**src/rtl/game_screen_ctrl_pkg.sv**
```systemverilog
`default_nettype none
// ============================================================================
// Module      : game_screen_ctrl_pkg
// Description : Shared definitions for the game screen controller.
//               Holds the screen_sel encoding (also consumed by the RGB mux),
//               the controller state type and a binary-to-BCD helper.
// Revision    : 1.0 - initial release
// ============================================================================
package game_screen_ctrl_pkg;

  localparam logic [1:0] SCR_TITLE = 2'd0;
  localparam logic [1:0] SCR_PLAY  = 2'd1;
  localparam logic [1:0] SCR_WIN   = 2'd2;
  localparam logic [1:0] SCR_LOSE  = 2'd3;

  // State encoding equals the screen_sel encoding, so the state register
  // can drive screen_sel directly.
  typedef enum logic [1:0] {
    ST_TITLE = SCR_TITLE,
    ST_PLAY  = SCR_PLAY,
    ST_WIN   = SCR_WIN,
    ST_LOSE  = SCR_LOSE
  } state_e;

  // Two-digit BCD of a value in 0..99 as {tens, ones}.
  function automatic logic [7:0] to_bcd(input int unsigned v);
    return {4'(v / 10), 4'(v % 10)};
  endfunction

endpackage
`default_nettype wire

```
**src/rtl/game_screen_ctrl_bcd_counter2.sv**
```systemverilog
`default_nettype none
// ============================================================================
// Module      : bcd_counter2
// Description : Two-digit BCD counter with load, increment and decrement.
//               Increment saturates at 99, decrement saturates at 00.
//               Load has priority over inc, inc over dec.
// Ports       : clk, reset (sync, active-low), load_i/load_val_i, inc_i,
//               dec_i, tens_o/ones_o (registered digits), zero_o (value==00)
// Revision    : 1.0 - initial release
// ============================================================================
module bcd_counter2 #(
  parameter logic [7:0] RESET_VAL = 8'h00
) (
  input  logic       clk,
  input  logic       reset,
  input  logic       load_i,
  input  logic [7:0] load_val_i,
  input  logic       inc_i,
  input  logic       dec_i,
  output logic [3:0] tens_o,
  output logic [3:0] ones_o,
  output logic       zero_o
);

  logic [3:0] tens_q, tens_d;
  logic [3:0] ones_q, ones_d;
  logic       w_max;

  assign w_max  = (tens_q == 4'd9) && (ones_q == 4'd9);
  assign zero_o = (tens_q == 4'd0) && (ones_q == 4'd0);

  always_comb begin
    tens_d = tens_q;
    ones_d = ones_q;
    if (load_i) begin
      tens_d = load_val_i[7:4];
      ones_d = load_val_i[3:0];
    end else if (inc_i && !w_max) begin
      if (ones_q == 4'd9) begin
        ones_d = 4'd0;
        tens_d = tens_q + 4'd1;
      end else begin
        ones_d = ones_q + 4'd1;
      end
    end else if (dec_i && !zero_o) begin
      if (ones_q == 4'd0) begin
        ones_d = 4'd9;
        tens_d = tens_q - 4'd1;
      end else begin
        ones_d = ones_q - 4'd1;
      end
    end
  end

  always_ff @(posedge clk) begin
    if (!reset) begin
      tens_q <= RESET_VAL[7:4];
      ones_q <= RESET_VAL[3:0];
    end else begin
      tens_q <= tens_d;
      ones_q <= ones_d;
    end
  end

  assign tens_o = tens_q;
  assign ones_o = ones_q;

endmodule
`default_nettype wire

```
**src/rtl/game_screen_ctrl.sv**
```systemverilog
`default_nettype none
// ============================================================================
// Module      : game_screen_ctrl
// Description : Round controller for a whack-a-mole game. Sequences
//               TITLE -> PLAY -> WIN/LOSE -> TITLE, keeps a BCD hit score
//               and a BCD seconds-remaining timer paced by vsync frames.
// Ports       : clk, reset (sync, active-low), vsync (active-low pulse),
//               start_btn, hit_pulse (single-cycle pulses);
//               screen_sel, score_tens/ones, time_tens/ones, game_active
//               (all registered).
// Revision    : 1.0 - initial release
// ============================================================================
module game_screen_ctrl
  import game_screen_ctrl_pkg::*;
#(
  parameter int unsigned ROUND_SECONDS  = 30,
  parameter int unsigned FRAMES_PER_SEC = 60,
  parameter int unsigned WIN_SCORE      = 20,
  parameter int unsigned RESULT_FRAMES  = 300
) (
  input  logic       clk,
  input  logic       reset,
  input  logic       vsync,
  input  logic       start_btn,
  input  logic       hit_pulse,
  output logic [1:0] screen_sel,
  output logic [3:0] score_tens,
  output logic [3:0] score_ones,
  output logic [3:0] time_tens,
  output logic [3:0] time_ones,
  output logic       game_active
);

  localparam int unsigned FC_W = (FRAMES_PER_SEC > 1) ? $clog2(FRAMES_PER_SEC) : 1;
  localparam int unsigned RC_W = (RESULT_FRAMES > 1) ? $clog2(RESULT_FRAMES) : 1;
  localparam logic [7:0] ROUND_BCD = to_bcd(ROUND_SECONDS);
  localparam logic [7:0] WIN_BCD   = to_bcd(WIN_SCORE);

  state_e            state_q;
  logic              game_active_q;
  logic              vsync_q;
  logic [FC_W-1:0]   frame_cnt_q;
  logic [RC_W-1:0]   result_cnt_q;

  logic w_frame_tick;
  logic w_score_win;
  logic w_time_zero;
  logic w_play;
  logic w_live;
  logic w_sec_wrap;
  logic w_start_round;

  // vsync idles high; a high-to-low transition marks a new frame.
  assign w_frame_tick  = vsync_q && !vsync;
  assign w_score_win   = ({score_tens, score_ones} == WIN_BCD);
  assign w_play        = (state_q == ST_PLAY);
  // Once the win score or time 00 is registered the round is decided and
  // nothing may change until the state moves on.
  assign w_live        = w_play && !w_score_win && !w_time_zero;
  assign w_sec_wrap    = (frame_cnt_q == FC_W'(FRAMES_PER_SEC - 1));
  assign w_start_round = (state_q == ST_TITLE) && start_btn;

  bcd_counter2 #(.RESET_VAL(8'h00)) u_score (
    .clk        (clk),
    .reset      (reset),
    .load_i     (w_start_round),
    .load_val_i (8'h00),
    .inc_i      (w_live && hit_pulse),
    .dec_i      (1'b0),
    .tens_o     (score_tens),
    .ones_o     (score_ones),
    .zero_o     ()
  );

  bcd_counter2 #(.RESET_VAL(ROUND_BCD)) u_time (
    .clk        (clk),
    .reset      (reset),
    .load_i     (w_start_round),
    .load_val_i (ROUND_BCD),
    .inc_i      (1'b0),
    .dec_i      (w_live && w_frame_tick && w_sec_wrap),
    .tens_o     (time_tens),
    .ones_o     (time_ones),
    .zero_o     (w_time_zero)
  );

  always_ff @(posedge clk) begin
    if (!reset) begin
      state_q       <= ST_TITLE;
      game_active_q <= 1'b0;
      vsync_q       <= 1'b1;
      frame_cnt_q   <= '0;
      result_cnt_q  <= '0;
    end else begin
      vsync_q <= vsync;
      case (state_q)
        ST_TITLE: begin
          if (start_btn) begin
            state_q       <= ST_PLAY;
            game_active_q <= 1'b1;
            frame_cnt_q   <= '0;
          end
        end
        ST_PLAY: begin
          // Win is checked first so a simultaneous final hit and final
          // second resolve as a win.
          if (w_score_win) begin
            state_q       <= ST_WIN;
            game_active_q <= 1'b0;
            result_cnt_q  <= '0;
          end else if (w_time_zero) begin
            state_q       <= ST_LOSE;
            game_active_q <= 1'b0;
            result_cnt_q  <= '0;
          end else if (w_frame_tick) begin
            frame_cnt_q <= w_sec_wrap ? '0 : frame_cnt_q + 1'b1;
          end
        end
        ST_WIN, ST_LOSE: begin
          if (start_btn ||
              (w_frame_tick && (result_cnt_q == RC_W'(RESULT_FRAMES - 1)))) begin
            state_q      <= ST_TITLE;
            result_cnt_q <= '0;
          end else if (w_frame_tick) begin
            result_cnt_q <= result_cnt_q + 1'b1;
          end
        end
        default: begin
          state_q       <= ST_TITLE;
          game_active_q <= 1'b0;
        end
      endcase
    end
  end

  assign screen_sel  = state_q;
  assign game_active = game_active_q;

endmodule
`default_nettype wire

```
**config.mk**
```make
export PLATFORM = sky130hd
export DESIGN_NAME = game_screen_ctrl
export DESIGN_NICKNAME = d
export VERILOG_FILES = /design/src/rtl/game_screen_ctrl_pkg.sv /design/src/rtl/game_screen_ctrl_bcd_counter2.sv /design/src/rtl/game_screen_ctrl.sv
export SDC_FILE = /design/constraint.sdc
export NUM_CORES = 1
export LEC_CHECK = 0
export ABC_AREA = 1
export CORE_UTILIZATION = 61
export DETAILED_ROUTE_END_ITERATION = 16
export HOLD_SLACK_MARGIN = 0.12
export PLACE_DENSITY = 0.89
export SLEW_MARGIN = 5
export SYNTH_ARGS = -nofsm -noshare
export SYNTH_HDL_FRONTEND = slang
export SYNTH_SLANG_ARGS = --single-unit
export TNS_END_PERCENT = 30
```
**constraint.sdc**
```tcl
create_clock -name clk -period 3.17 [get_ports clk]
set_clock_uncertainty 0.05 [all_clocks]
set_input_delay 0.634 -clock clk [delete_from_list [all_inputs] [get_ports clk]]
set_output_delay 0.634 -clock clk [all_outputs]
set_load 0.1 [all_outputs]
```
==> impl_metrics.csv <==
group,metric,value,unit
final_layout,areaGrowthSynthToFinish,12.2,%
setup_path,end_kind,"primary output",
logic_synthesis,synth-edff-count,0,
logic_synthesis,synthFlopType,"dfxtp_1",
logic_synthesis,yosysSeqAreaShare,0.317,
grt,grt_pass1_wl,8420,um
grt,track_usage,0.270,
setup_path,cp.arrival,1.38,ns
logic_synthesis,synth_top_family_by_area,"simple AND/OR/NAND/NOR gates",
worst_hold_path,holdPathEnd,"game_active$_SDFFE_PN0P_",
sta,fin_crit_sh,0.652,
setup_path,reg2reg_depth,10,
final_layout,layout.nets,364,
sta,max_freq,484,MHz
drt,wl_per_cell,11.7,um
logic_synthesis,synthTopCellsByCount,"nand2_1, nor2_1, inv_1",
floorplanning,die_y,62.2,um
place,dp_hpwl,3500,um
drt,ant_nets,0,
outcome,status,"completed",
power,p_per_area,540,nW/um^2
setup_path,cpPeakStageDelay,0.65,ns
logic_synthesis,synth_area,2210,sq um
sta,setup_tns,0,ns
clocking,cts_buffer_depth,2,
logic_synthesis,synth_most_common_cell,"nand2_1",
place,place.gp.congestion,0.944,
floorplanning,die-area,3870,sq um
logic_synthesis,ys_ff_latch,35,
sta,rsz0062_at_grt,"no",
setup_path,cp_max_fo,9,
clocking,cts_setup_buffers,0,
setup_path,crit_type,"reg -> out",
floorplanning,pin_count,24,
clocking,cts.sinks,35,
setup_path,reg2reg_setup_slack,1.31,ns
setup_path,critPathLaunchType,"register",
floorplanning,fp.dieW,62.2,um
grt,grt_pass1_vias,1944,
grt,grt_max_degree,15,
final_layout,final-seq-area,701,sq um
grt,grt-ovfl-total,0,
drt,drt_wl_total,4640,um
final_layout,final_util,0.726,
setup_path,crit_slowest_cell,"dfxtp_1",
clocking,cts_tree,"done",
power,p_leak,1.11,nW
power,power,1.34,mW
logic_synthesis,yosys.area.top_type,"dfxtp_1",
drt,vias,2124,
logic_synthesis,muxShareOfSynthArea,0,
worst_hold_path,hold_path_depth,2,
logic_synthesis,ys_types,35,
logic_synthesis,synth-simple-area-share,0.422,
place,port_buffers,23,
clocking,clk_pin_slew_worst_paths,0.10,ns
drt,drtIter0Drc,210,
final_layout,drive_above_1_share,0.182,
grt,antenna_found_initial,0,
logic_synthesis,ys_warn_count,0,
drt,viasPerCell,5.34,
sta,hold_viol_final,0,
setup_path,required,2.49,ns
sta,final-setup-viol-count,0,
drt,dr.pass1.iters,4,
sta,drv_slew,0,
final_layout,multi_input_area,1280,sq um
floorplanning,num_rows,21,
setup_path,worstReg2RegEnd,"u_score.ones_o[3]$_SDFFE_PP0P_",
logic_synthesis,syn_avg_cell_area,6.78,sq um
floorplanning,initial_core_util,0.647,
clocking,htreeDepth,2,
logic_synthesis,synthTopCellsByArea,"dfxtp_1, nand2_1, nor2_1",
drt,drcViolationCount,0,
clocking,cts_root_buf,"clkbuf_4",
worst_hold_path,holdCritStartpoint,"game_active$_SDFFE_PN0P_",
setup_path,regToRegStartpoint,"u_score.tens_o[0]$_SDFFE_PP0P_",
sta,min_period,2.07,ns
clocking,numCtsBuffers,5,
setup_path,cp_top_family,"flip-flops",
clocking,clk_latency,0.35,ns
logic_synthesis,synth_nets,338,
sta,relSlewSlack,0.664,
logic_synthesis,synth_compound_area_frac,0.0946,
logic_synthesis,synth_xor_area_frac,0.0238,
clocking,cts_resized,0,
sta,tightest_slew,0.504,ns
floorplanning,core_area,3420,sq um
setup_path,cp_cell_sequence,"buf_4",
worst_hold_path,hold_path.class,"reg -> reg",
final_layout,diodes,0,
logic_synthesis,synth_top_area_frac,0.317,
clocking,ctsHoldBuffers,0,
logic_synthesis,yosys.area_share.adder,0.0396,
setup_path,path_buf_inv,1,
final_layout,fill_cells,278,
power,irDropWorstVdd,266,uV
run,drv_cap,0,
logic_synthesis,ys_async_sr_fraction,0,
logic_synthesis,synth_cells,326,
[routing by layer]
layer / track usage / vias to the layer above / part of all wire
met1: 0.351 / 970 / 0.47
li1: - / 1096 / -
met4: 0.0930 / 0 / 0.015
met3: 0.0717 / 8 / 0.049
met2: 0.433 / 50 / 0.46
met5: 0 / - / 0
[sequential cells by signal, indices dropped and copies added (netlist names)]
name,count
result_cnt_q,9
frame_cnt_q,6
u_score.ones_o,4
u_score.tens_o,4
u_time.ones_o,4
u_time.tens_o,4
screen_sel,2
game_active,1
vsync_q,1
[worst max path at each step]
stage / from / end / slack [ns] / cells after the start
2_1_floorplan: u_score.tens_o[0]$_SDFFE_PP0P_ / u_score.ones_o[2]$_SDFFE_PP0P_ / 0.95 / 10
3_3_place_gp: reset / u_time.tens_o[0]$_SDFFE_PP1P_ / 0.98 / 6
3_5_place_dp: reset / u_time.tens_o[0]$_SDFFE_PP1P_ / 0.89 / 6
4_1_cts: screen_sel[1]$_SDFFE_PN0P_ / screen_sel[1] / 1.09 / 1
5_1_grt: screen_sel[1]$_SDFFE_PN0P_ / screen_sel[1] / 1.02 / 1
6_report: screen_sel[1]$_SDFFE_PN0P_ / screen_sel[1] / 1.10 / 1
[power breakdown]
group | switching, mW | internal [mW]
clock network | 0.152 | 0.103
logic | 0.417 | 0.154
registers | 0.0431 | 0.469
[through the flow]
stage          std cells  setup WS [ns]  area [sq um]  hold slack, ns
6_report             398           1.10          2480           0.423
3_5_place_dp         391          0.887          2420           0.413
2_1_floorplan        326          0.947          2210           0.413
5_1_grt              398           1.02          2480           0.434
4_1_cts              398           1.09          2480           0.428
3_3_place_gp         391          0.984          2420           0.407
[kinds of logic (layout without fill, tap and decap cells)]
family	Yosys count	after routing
and+or+nand+nor	184	184
DFF	35	35
AOI/OAI and AO/OA	38	38
buffers and inverters	56	82
adders and majority gates	7	7
xor gates and xnor gates	6	6
[worst min-delay path: stages (launching register included)]
cell and delay (ns):
dfxtp_1 0.33, nand2_1 0.06, a21oi_1 0.05
[cells in the final DEF (no fill, tap or decap), drive strengths merged, types with 2 or more instances in the layout]
cell type,instances
a21oi,22
a31oi,2
buf,19
clkbuf,6
clkdlybuf4s50,4
dfxtp,35
ha,7
inv,52
nand2,77
nand3,32
nand3b,2
nand4,12
nor2,56
nor3,3
o211ai,2
o21ai,10
xor2,6
[final cells by class]
class | count | share of cell area
repair buffers | 23 | 0.0737
clock buffers | 6 | 0.0207
flip-flops and latches | 35 | 0.283
multi-input cells | 235 | 0.517
clock inverters | 1 | 0.00202
inverters | 52 | 0.0808
well taps | 46 | 0.0232
No activity file was read; power rests on OpenSTA's default activity.
